<file path="src/rtl/dwc_ctrl_pkg.sv">
// Shared types and helpers for the dwc_mem sequencing controller.
package dwc_ctrl_pkg;

  typedef enum logic [2:0] {
    ST_INIT = 3'd0,
    ST_IDLE = 3'd1,
    ST_WR   = 3'd2,
    ST_RD   = 3'd3,
    ST_CHK  = 3'd4
  } state_t;

  localparam int unsigned MAX_RETRY_DEF = 32'd2;

  // Width of a counter able to hold 0..max_retry (at least one bit).
  function automatic int unsigned retry_cnt_w(input int unsigned max_retry);
    if (max_retry < 32'd1) begin
      retry_cnt_w = 32'd1;
    end else begin
      retry_cnt_w = $clog2(max_retry + 32'd1);
    end
  endfunction

endpackage

</file>
<file path="src/rtl/dwc_sat_cnt.sv">
// Increment-enable saturating counter; sticks at all-ones.
module dwc_sat_cnt #(
  parameter int unsigned CNT_W = 8
) (
  input  logic             clk,
  input  logic             rst_n,
  input  logic             inc,
  output logic [CNT_W-1:0] cnt
);

  logic [CNT_W-1:0] cnt_q;
  logic [CNT_W-1:0] cnt_d;

  // Next count: add one unless already saturated.
  always_comb begin
    cnt_d = cnt_q;
    if (inc && (cnt_q != {CNT_W{1'b1}})) begin
      cnt_d = cnt_q + CNT_W'(1);
    end else begin
      cnt_d = cnt_q;
    end
  end

  // Count register, cleared only by reset.
  always_ff @(posedge clk or negedge rst_n) begin
    if (!rst_n) begin
      cnt_q <= {CNT_W{1'b0}};
    end else begin
      cnt_q <= cnt_d;
    end
  end

  assign cnt = cnt_q;

endmodule

</file>
<file path="src/rtl/dwc_mem_ctrl.sv">
// Sequencing controller in front of a duplicated-with-comparison memory.
// Serialises client reads/writes, re-reads on copy mismatch, reports
// uncorrectable reads and tracks mismatch statistics.
// Optional build macro: DWC_MEM_INIT_EN -- after reset, sweep INIT_VAL into
// every address before accepting traffic.
module dwc_mem_ctrl
  import dwc_ctrl_pkg::*;
#(
  parameter int unsigned     BITS      = 8,
  parameter int unsigned     WORDS     = 4,
  parameter int unsigned     ADDRESS   = $clog2(WORDS),
  parameter int unsigned     MAX_RETRY = MAX_RETRY_DEF,
  parameter int unsigned     CNT_W     = 8,
  parameter logic [BITS-1:0] INIT_VAL  = {BITS{1'b0}}
) (
  input  logic               clk,
  input  logic               rst_n,
  input  logic               req_valid,
  output logic               req_ready,
  input  logic               req_we,
  input  logic [ADDRESS-1:0] req_addr,
  input  logic [BITS-1:0]    req_wdata,
  output logic               rsp_valid,
  output logic [BITS-1:0]    rsp_data,
  output logic               rsp_err,
  output logic               mem_w_enbl,
  output logic [ADDRESS-1:0] mem_w_addr,
  output logic [BITS-1:0]    mem_w_data,
  output logic [ADDRESS-1:0] mem_r_addr,
  input  logic [BITS-1:0]    mem_r_data,
  input  logic               mem_error,
  output logic [CNT_W-1:0]   err_cnt,
  output logic [ADDRESS-1:0] last_err_addr,
  output logic               init_done
);

  localparam int unsigned       RW          = retry_cnt_w(MAX_RETRY);
  localparam logic [RW-1:0]     MAX_RETRY_C = RW'(MAX_RETRY);
  localparam logic [ADDRESS:0]  INIT_END    = (ADDRESS + 1)'(WORDS);
`ifdef DWC_MEM_INIT_EN
  localparam state_t            RST_STATE   = ST_INIT;
`else
  localparam state_t            RST_STATE   = ST_IDLE;
`endif

  state_t             state_q, state_d;
  logic [RW-1:0]      retry_q, retry_d;
  logic [ADDRESS:0]   init_idx_q, init_idx_d;
  logic               req_ready_q, req_ready_d;
  logic               rsp_valid_q, rsp_valid_d;
  logic [BITS-1:0]    rsp_data_q, rsp_data_d;
  logic               rsp_err_q, rsp_err_d;
  logic               mem_w_enbl_q, mem_w_enbl_d;
  logic [ADDRESS-1:0] mem_w_addr_q, mem_w_addr_d;
  logic [BITS-1:0]    mem_w_data_q, mem_w_data_d;
  logic [ADDRESS-1:0] mem_r_addr_q, mem_r_addr_d;
  logic [ADDRESS-1:0] last_err_addr_q, last_err_addr_d;
  logic               init_done_q, init_done_d;
  logic               err_inc;
  logic               accept;

  // A request is taken only while idle and advertising ready.
  assign accept = req_valid && req_ready_q && (state_q == ST_IDLE);

  // FSM state register; reset lands in the start state.
  always_ff @(posedge clk or negedge rst_n) begin
    if (!rst_n) begin
      state_q <= RST_STATE;
    end else begin
      state_q <= state_d;
    end
  end

  // Next-state decode.
  always_comb begin
    state_d = state_q;
    case (state_q)
      ST_INIT: begin
        if (init_idx_q == INIT_END) begin
          state_d = ST_IDLE;
        end else begin
          state_d = ST_INIT;
        end
      end
      ST_IDLE: begin
        if (accept) begin
          state_d = req_we ? ST_WR : ST_RD;
        end else begin
          state_d = ST_IDLE;
        end
      end
      ST_WR:   state_d = ST_IDLE;
      ST_RD:   state_d = ST_CHK;
      ST_CHK: begin
        if (mem_error && (retry_q < MAX_RETRY_C)) begin
          state_d = ST_RD;
        end else begin
          state_d = ST_IDLE;
        end
      end
      default: state_d = RST_STATE;
    endcase
  end

  // Output / datapath next values for every registered output.
  always_comb begin
    retry_d         = retry_q;
    init_idx_d      = init_idx_q;
    rsp_valid_d     = 1'b0;
    rsp_data_d      = rsp_data_q;
    rsp_err_d       = rsp_err_q;
    mem_w_enbl_d    = 1'b0;
    mem_w_addr_d    = mem_w_addr_q;
    mem_w_data_d    = mem_w_data_q;
    mem_r_addr_d    = mem_r_addr_q;
    last_err_addr_d = last_err_addr_q;
    err_inc         = 1'b0;
    case (state_q)
      ST_INIT: begin
        if (init_idx_q != INIT_END) begin
          mem_w_enbl_d = 1'b1;
          mem_w_addr_d = init_idx_q[ADDRESS-1:0];
          mem_w_data_d = INIT_VAL;
          init_idx_d   = init_idx_q + (ADDRESS + 1)'(1);
        end else begin
          init_idx_d   = init_idx_q;
        end
      end
      ST_IDLE: begin
        if (accept) begin
          retry_d = {RW{1'b0}};
          if (req_we) begin
            mem_w_enbl_d = 1'b1;
            mem_w_addr_d = req_addr;
            mem_w_data_d = req_wdata;
          end else begin
            mem_r_addr_d = req_addr;
          end
        end else begin
          retry_d = retry_q;
        end
      end
      ST_WR: begin
        mem_w_enbl_d = 1'b0;
      end
      ST_RD: begin
        mem_r_addr_d = mem_r_addr_q;
      end
      ST_CHK: begin
        if (mem_error) begin
          err_inc         = 1'b1;
          last_err_addr_d = mem_r_addr_q;
          if (retry_q < MAX_RETRY_C) begin
            retry_d = retry_q + RW'(1);
          end else begin
            rsp_valid_d = 1'b1;
            rsp_err_d   = 1'b1;
            rsp_data_d  = mem_r_data;
          end
        end else begin
          rsp_valid_d = 1'b1;
          rsp_err_d   = 1'b0;
          rsp_data_d  = mem_r_data;
        end
      end
      default: begin
        mem_w_enbl_d = 1'b0;
      end
    endcase
    req_ready_d = (state_d == ST_IDLE);
`ifdef DWC_MEM_INIT_EN
    init_done_d = (state_d != ST_INIT);
`else
    init_done_d = 1'b1;
`endif
  end

  // Registered outputs and controller context, all cleared by reset.
  always_ff @(posedge clk or negedge rst_n) begin
    if (!rst_n) begin
      retry_q         <= {RW{1'b0}};
      init_idx_q      <= {(ADDRESS + 1){1'b0}};
      req_ready_q     <= 1'b0;
      rsp_valid_q     <= 1'b0;
      rsp_data_q      <= {BITS{1'b0}};
      rsp_err_q       <= 1'b0;
      mem_w_enbl_q    <= 1'b0;
      mem_w_addr_q    <= {ADDRESS{1'b0}};
      mem_w_data_q    <= {BITS{1'b0}};
      mem_r_addr_q    <= {ADDRESS{1'b0}};
      last_err_addr_q <= {ADDRESS{1'b0}};
      init_done_q     <= 1'b0;
    end else begin
      retry_q         <= retry_d;
      init_idx_q      <= init_idx_d;
      req_ready_q     <= req_ready_d;
      rsp_valid_q     <= rsp_valid_d;
      rsp_data_q      <= rsp_data_d;
      rsp_err_q       <= rsp_err_d;
      mem_w_enbl_q    <= mem_w_enbl_d;
      mem_w_addr_q    <= mem_w_addr_d;
      mem_w_data_q    <= mem_w_data_d;
      mem_r_addr_q    <= mem_r_addr_d;
      last_err_addr_q <= last_err_addr_d;
      init_done_q     <= init_done_d;
    end
  end

  dwc_sat_cnt #(
    .CNT_W (CNT_W)
  ) u_err_cnt (
    .clk   (clk),
    .rst_n (rst_n),
    .inc   (err_inc),
    .cnt   (err_cnt)
  );

  assign req_ready     = req_ready_q;
  assign rsp_valid     = rsp_valid_q;
  assign rsp_data      = rsp_data_q;
  assign rsp_err       = rsp_err_q;
  assign mem_w_enbl    = mem_w_enbl_q;
  assign mem_w_addr    = mem_w_addr_q;
  assign mem_w_data    = mem_w_data_q;
  assign mem_r_addr    = mem_r_addr_q;
  assign last_err_addr = last_err_addr_q;
  assign init_done     = init_done_q;

endmodule

</file>
<file path="config.mk">
export PLATFORM = sky130hd
export DESIGN_NAME = dwc_mem_ctrl
export DESIGN_NICKNAME = d
export VERILOG_FILES = /design/src/rtl/dwc_ctrl_pkg.sv /design/src/rtl/dwc_sat_cnt.sv /design/src/rtl/dwc_mem_ctrl.sv
export SDC_FILE = /design/constraint.sdc
export NUM_CORES = 1
export LEC_CHECK = 0
export BUFFER_PORTS_ARGS = -buffer_cell sky130_fd_sc_hd__clkbuf_2
export CORE_MARGIN = 2
export CORE_UTILIZATION = 30
export CTS_BUF_LIST = sky130_fd_sc_hd__clkbuf_4 sky130_fd_sc_hd__clkbuf_8
export DETAILED_ROUTE_END_ITERATION = 8
export GPL_TIMING_DRIVEN = 0
export PLACE_DENSITY_LB_ADDON = 0.25
export SYNTH_ARGS = -nofsm -noshare
export SYNTH_HDL_FRONTEND = slang
export SYNTH_SLANG_ARGS = --single-unit
</file>
<file path="constraint.sdc">
create_clock -name clk -period 3.07 [get_ports clk]
set_input_delay 0.1535 -clock clk [delete_from_list [all_inputs] [get_ports clk]]
set_output_delay 0.1535 -clock clk [all_outputs]
set_load 0.01 [all_outputs]
</file>
==> key figures <==
Layout
  – Final net count: 228
  – # diodes: 0
  – Commonest cells after routing, fill and taps aside: clkbuf_2 (57), dfrtp_1 (42), mux2_2 (19)
  – Synth-to-Final Area Change: 28.5%
  – Commonest non-fill, non-tap cell in the layout: clkbuf_2
  – Post-Layout Cell Count: 278
  – Ratio of cells with drive above 1 in the final layout: 44.8%

Synthesis
  – Proportion of synthesized area in mux cells: 12.7%
  – Async SR Flop Fraction: 100%
  – Top cells by area, synth: dfrtp_1 (58%), mux2_2 (12%), a22o_1 (3.9%), ha_1 (2.1%), xnor2_1 (1.9%)
  – Synthesized Nets: 164
  – Post-synth top flop: dfrtp_1
  – Post-synth EDFFs: 0
  – Synth Area per Inst: 13.1 µm²
  – Largest family of logic cells by synthesized area: multiplexers
  – Top-area cell type share of the netlist area: 58.1%
  – Synthesized cell area: 1810 µm²
  – Synth area leader: dfrtp_1
  – Adder-cell share of the synthesized area: 2.07%
  – Xor and xnor area share after synthesis: 2.42%
  – Yosys warning count: 0
  – Synth Area in Compound Gates: 11.0%
  – Distinct cell type count after synthesis: 34
  – Sequential share of the synthesized area: 59.5%
  – Cells after synthesis: 138
  – Simple-gate share of the synthesized area: 9.96%
  – #FFs+latches synth: 43

Floorplan
  – Die H: 81.7 µm
  – Initial Util: 30.7%
  – Die footprint: 6670 µm²
  – Rows: 28
  – Total core area: 5890 µm²
  – I/O Pins: 58
  – Die Wd: 81.7 µm

Power
  – Max VDD drop: 0.465 mV
  – Cell Pwr Density: 965 nW/µm²
  – Leakage power: 1.15 nW

Timing
  – Endpoints failing setup: 0
  – Sum of negative setup slack: 0 ns
  – Final worst-path cycle share: 63.7%
  – Final hold violation count: 0
  – Clk_skew: 0.00559 ns
  – Crit path time final: 1.96 ns
  – Fmax: 511 MHz
  – Fin. max-slew vios: 0
  – Worst-Margin Slew: 1.06 ns
  – RSZ-0062 raised after global routing: no
  – Slew headroom: 29.3%

Global route
  – First-pass GRT wire length: 6070 µm
  – Initial antenna violation count: 0
  – Vias in the first global route: 1,236
  – Largest net degree at the start of global routing: 44
  – Gr ovfl total: 0
  – All-layer global routing usage: 11.9%

Critical path
  – Worst path slowest cell: a2111oi_4
  – CP startpoint kind: register
  – Worst EP arrival: 2.14 ns
  – Top Family by Delay on Critical Path: compound AO/OA/AOI/OAI gates
  – CP required: 3.25 ns
  – R2R depth: 6
  – CP cell instances: inv_1 -> ha_1 -> a2111oi_4 -> a41oi_1 -> buf_2 -> mux2_4
  – Worst path bufs/invs: 2
  – CP endpoint kind: register
  – CP max stage delay: 0.49 ns
  – Reg2Reg Setup Slack: 1.11 ns
  – Setup CP Type: reg -> reg
  – Critical path fanouts, max: 10
  – Worst r2r src: init_idx_q[0]
  – End of the worst register-to-register path: mem_w_addr[1]

Detailed routing
  – Wire per inst: 12.9 µm
  – Residual DRC: 0
  – Final Routed Wirelength: 3590 µm
  – Via count: 1,324
  – First-pass DRT Iterations: 4
  – Initial DRC Count: 134
  – Vias per cell: 4.76
  – Final ANT Viol Nets: 0

CTS
  – # Post-CTS Setup Buffers: 0
  – CTS max path bufs: 2
  – Clock slew at reported path FFs: 0.08 ns
  – Clock Sinks: 43
  – Worst-Skew Late Latency: 0.29 ns
  – Cts-stage hold buffer count: 0
  – H-tree lvl count: 2
  – Post-CTS sizing: 0
  – CTS Buf Count: 5
  – Clock Root Buffer: clkbuf_8
  – CTS tree: built

Placed design
  – Placed instance count: 270
  – Post-DP HPWL: 2560 µm
  – PortBufs: 57
  – GPL Wtd Cong: 0.779

Outcome
  – Outcome: completed

Hold path
  – Hold Crit Class: in -> async

Flow run
  – Max-cap violations: 0
## flip-flops by register name, summed over array words and instances, names as in the netlist
register and cells:
retry_q 2, mem_w_data 8, init_done 1, u_err_cnt.cnt 8
mem_w_enbl 1, rsp_err 1, rsp_valid 1, last_err_addr 2
mem_w_addr 2, state_q 3, mem_r_addr 2, init_idx_q 3
req_ready 1, rsp_data 8
## cell families after synthesis
logic type	Yosys count
other	1
AND/OR/NAND/NOR	30
buffers and inverters	10
AO/OA/AOI/OAI	26
XOR/XNOR	5
flip-flops	43
multiplexers	20
adder cells (fa/ha/maj)	3
## synth_stat cells (all sizes together), types with 2 or more instances
library cell and instances:
a21oi 4, a22o 8, a31oi 2, dfrtp 42, ha 3, inv 8, mux2 20, nand2 8
nand3 3, nand4 2, nor2 2, nor3 3, nor3b 3, nor4 3, o21ai 7, xnor2 4
## report_power, final
group          switching, mW  total [mW]  leakage, nW  internal, mW
Combinational          0.366       0.757        0.533         0.392
Clock                  0.192       0.526       0.0688         0.334
Sequential             0.172       0.960        0.552         0.788
Total                  0.730        2.24         1.15          1.51
## through the flow
stage / power (mW) / cell area (µm²) / utilization [%] / hold slack (ns) / setup slack [ns]
2_1_floorplan: 1.44 / 1810 / - / -0.142 / 1.31
3_3_place_gp: 1.73 / 2190 / 37.2 / 0.378 / 1.10
3_5_place_dp: 1.74 / 2190 / 37.2 / 0.386 / 1.11
4_1_cts: 2.27 / 2320 / 39.5 / 0.0770 / 1.10
5_1_grt: 2.41 / 2320 / 39.5 / 0.0814 / 0.934
6_report: 2.24 / 2320 / 39.5 / 0.0455 / 1.11
## per-layer routing
layer	GRT usage, %	vias to the layer above	share of wire [%]
met5	0	-	0
met4	4.00	0	1.2
met3	3.96	5	8.0
met2	17.1	52	43
met1	16.9	642	48
li1	-	625	-
## layout make-up
class	count	area, µm²
Inverter	8	30.0
Clock inverter	2	60.1
Clock buffer	6	76.3
Multi-Input combinational cell	85	693
Timing Repair Buffer	57	285
Buffer	2	8.76
Fill cell	602	3560
Sequential cell	43	1080
Tap cell	75	93.8
## worst max-delay path by stage
stage / startpoint / endpoint / slack (ns) / cells after the start
detailed placement: init_idx_q[0] / mem_w_addr[1] / 1.11 / 6
global route: init_idx_q[0] / mem_w_addr[1] / 0.93 / 6
CTS: init_idx_q[0] / mem_w_addr[1] / 1.10 / 6
floorplan: init_idx_q[0] / mem_w_addr[1] / 1.31 / 6
global placement: init_idx_q[0] / mem_w_addr[1] / 1.10 / 6
finish: init_idx_q[0] / mem_w_addr[1] / 1.11 / 6
No activity file was read; power rests on OpenSTA's default activity.
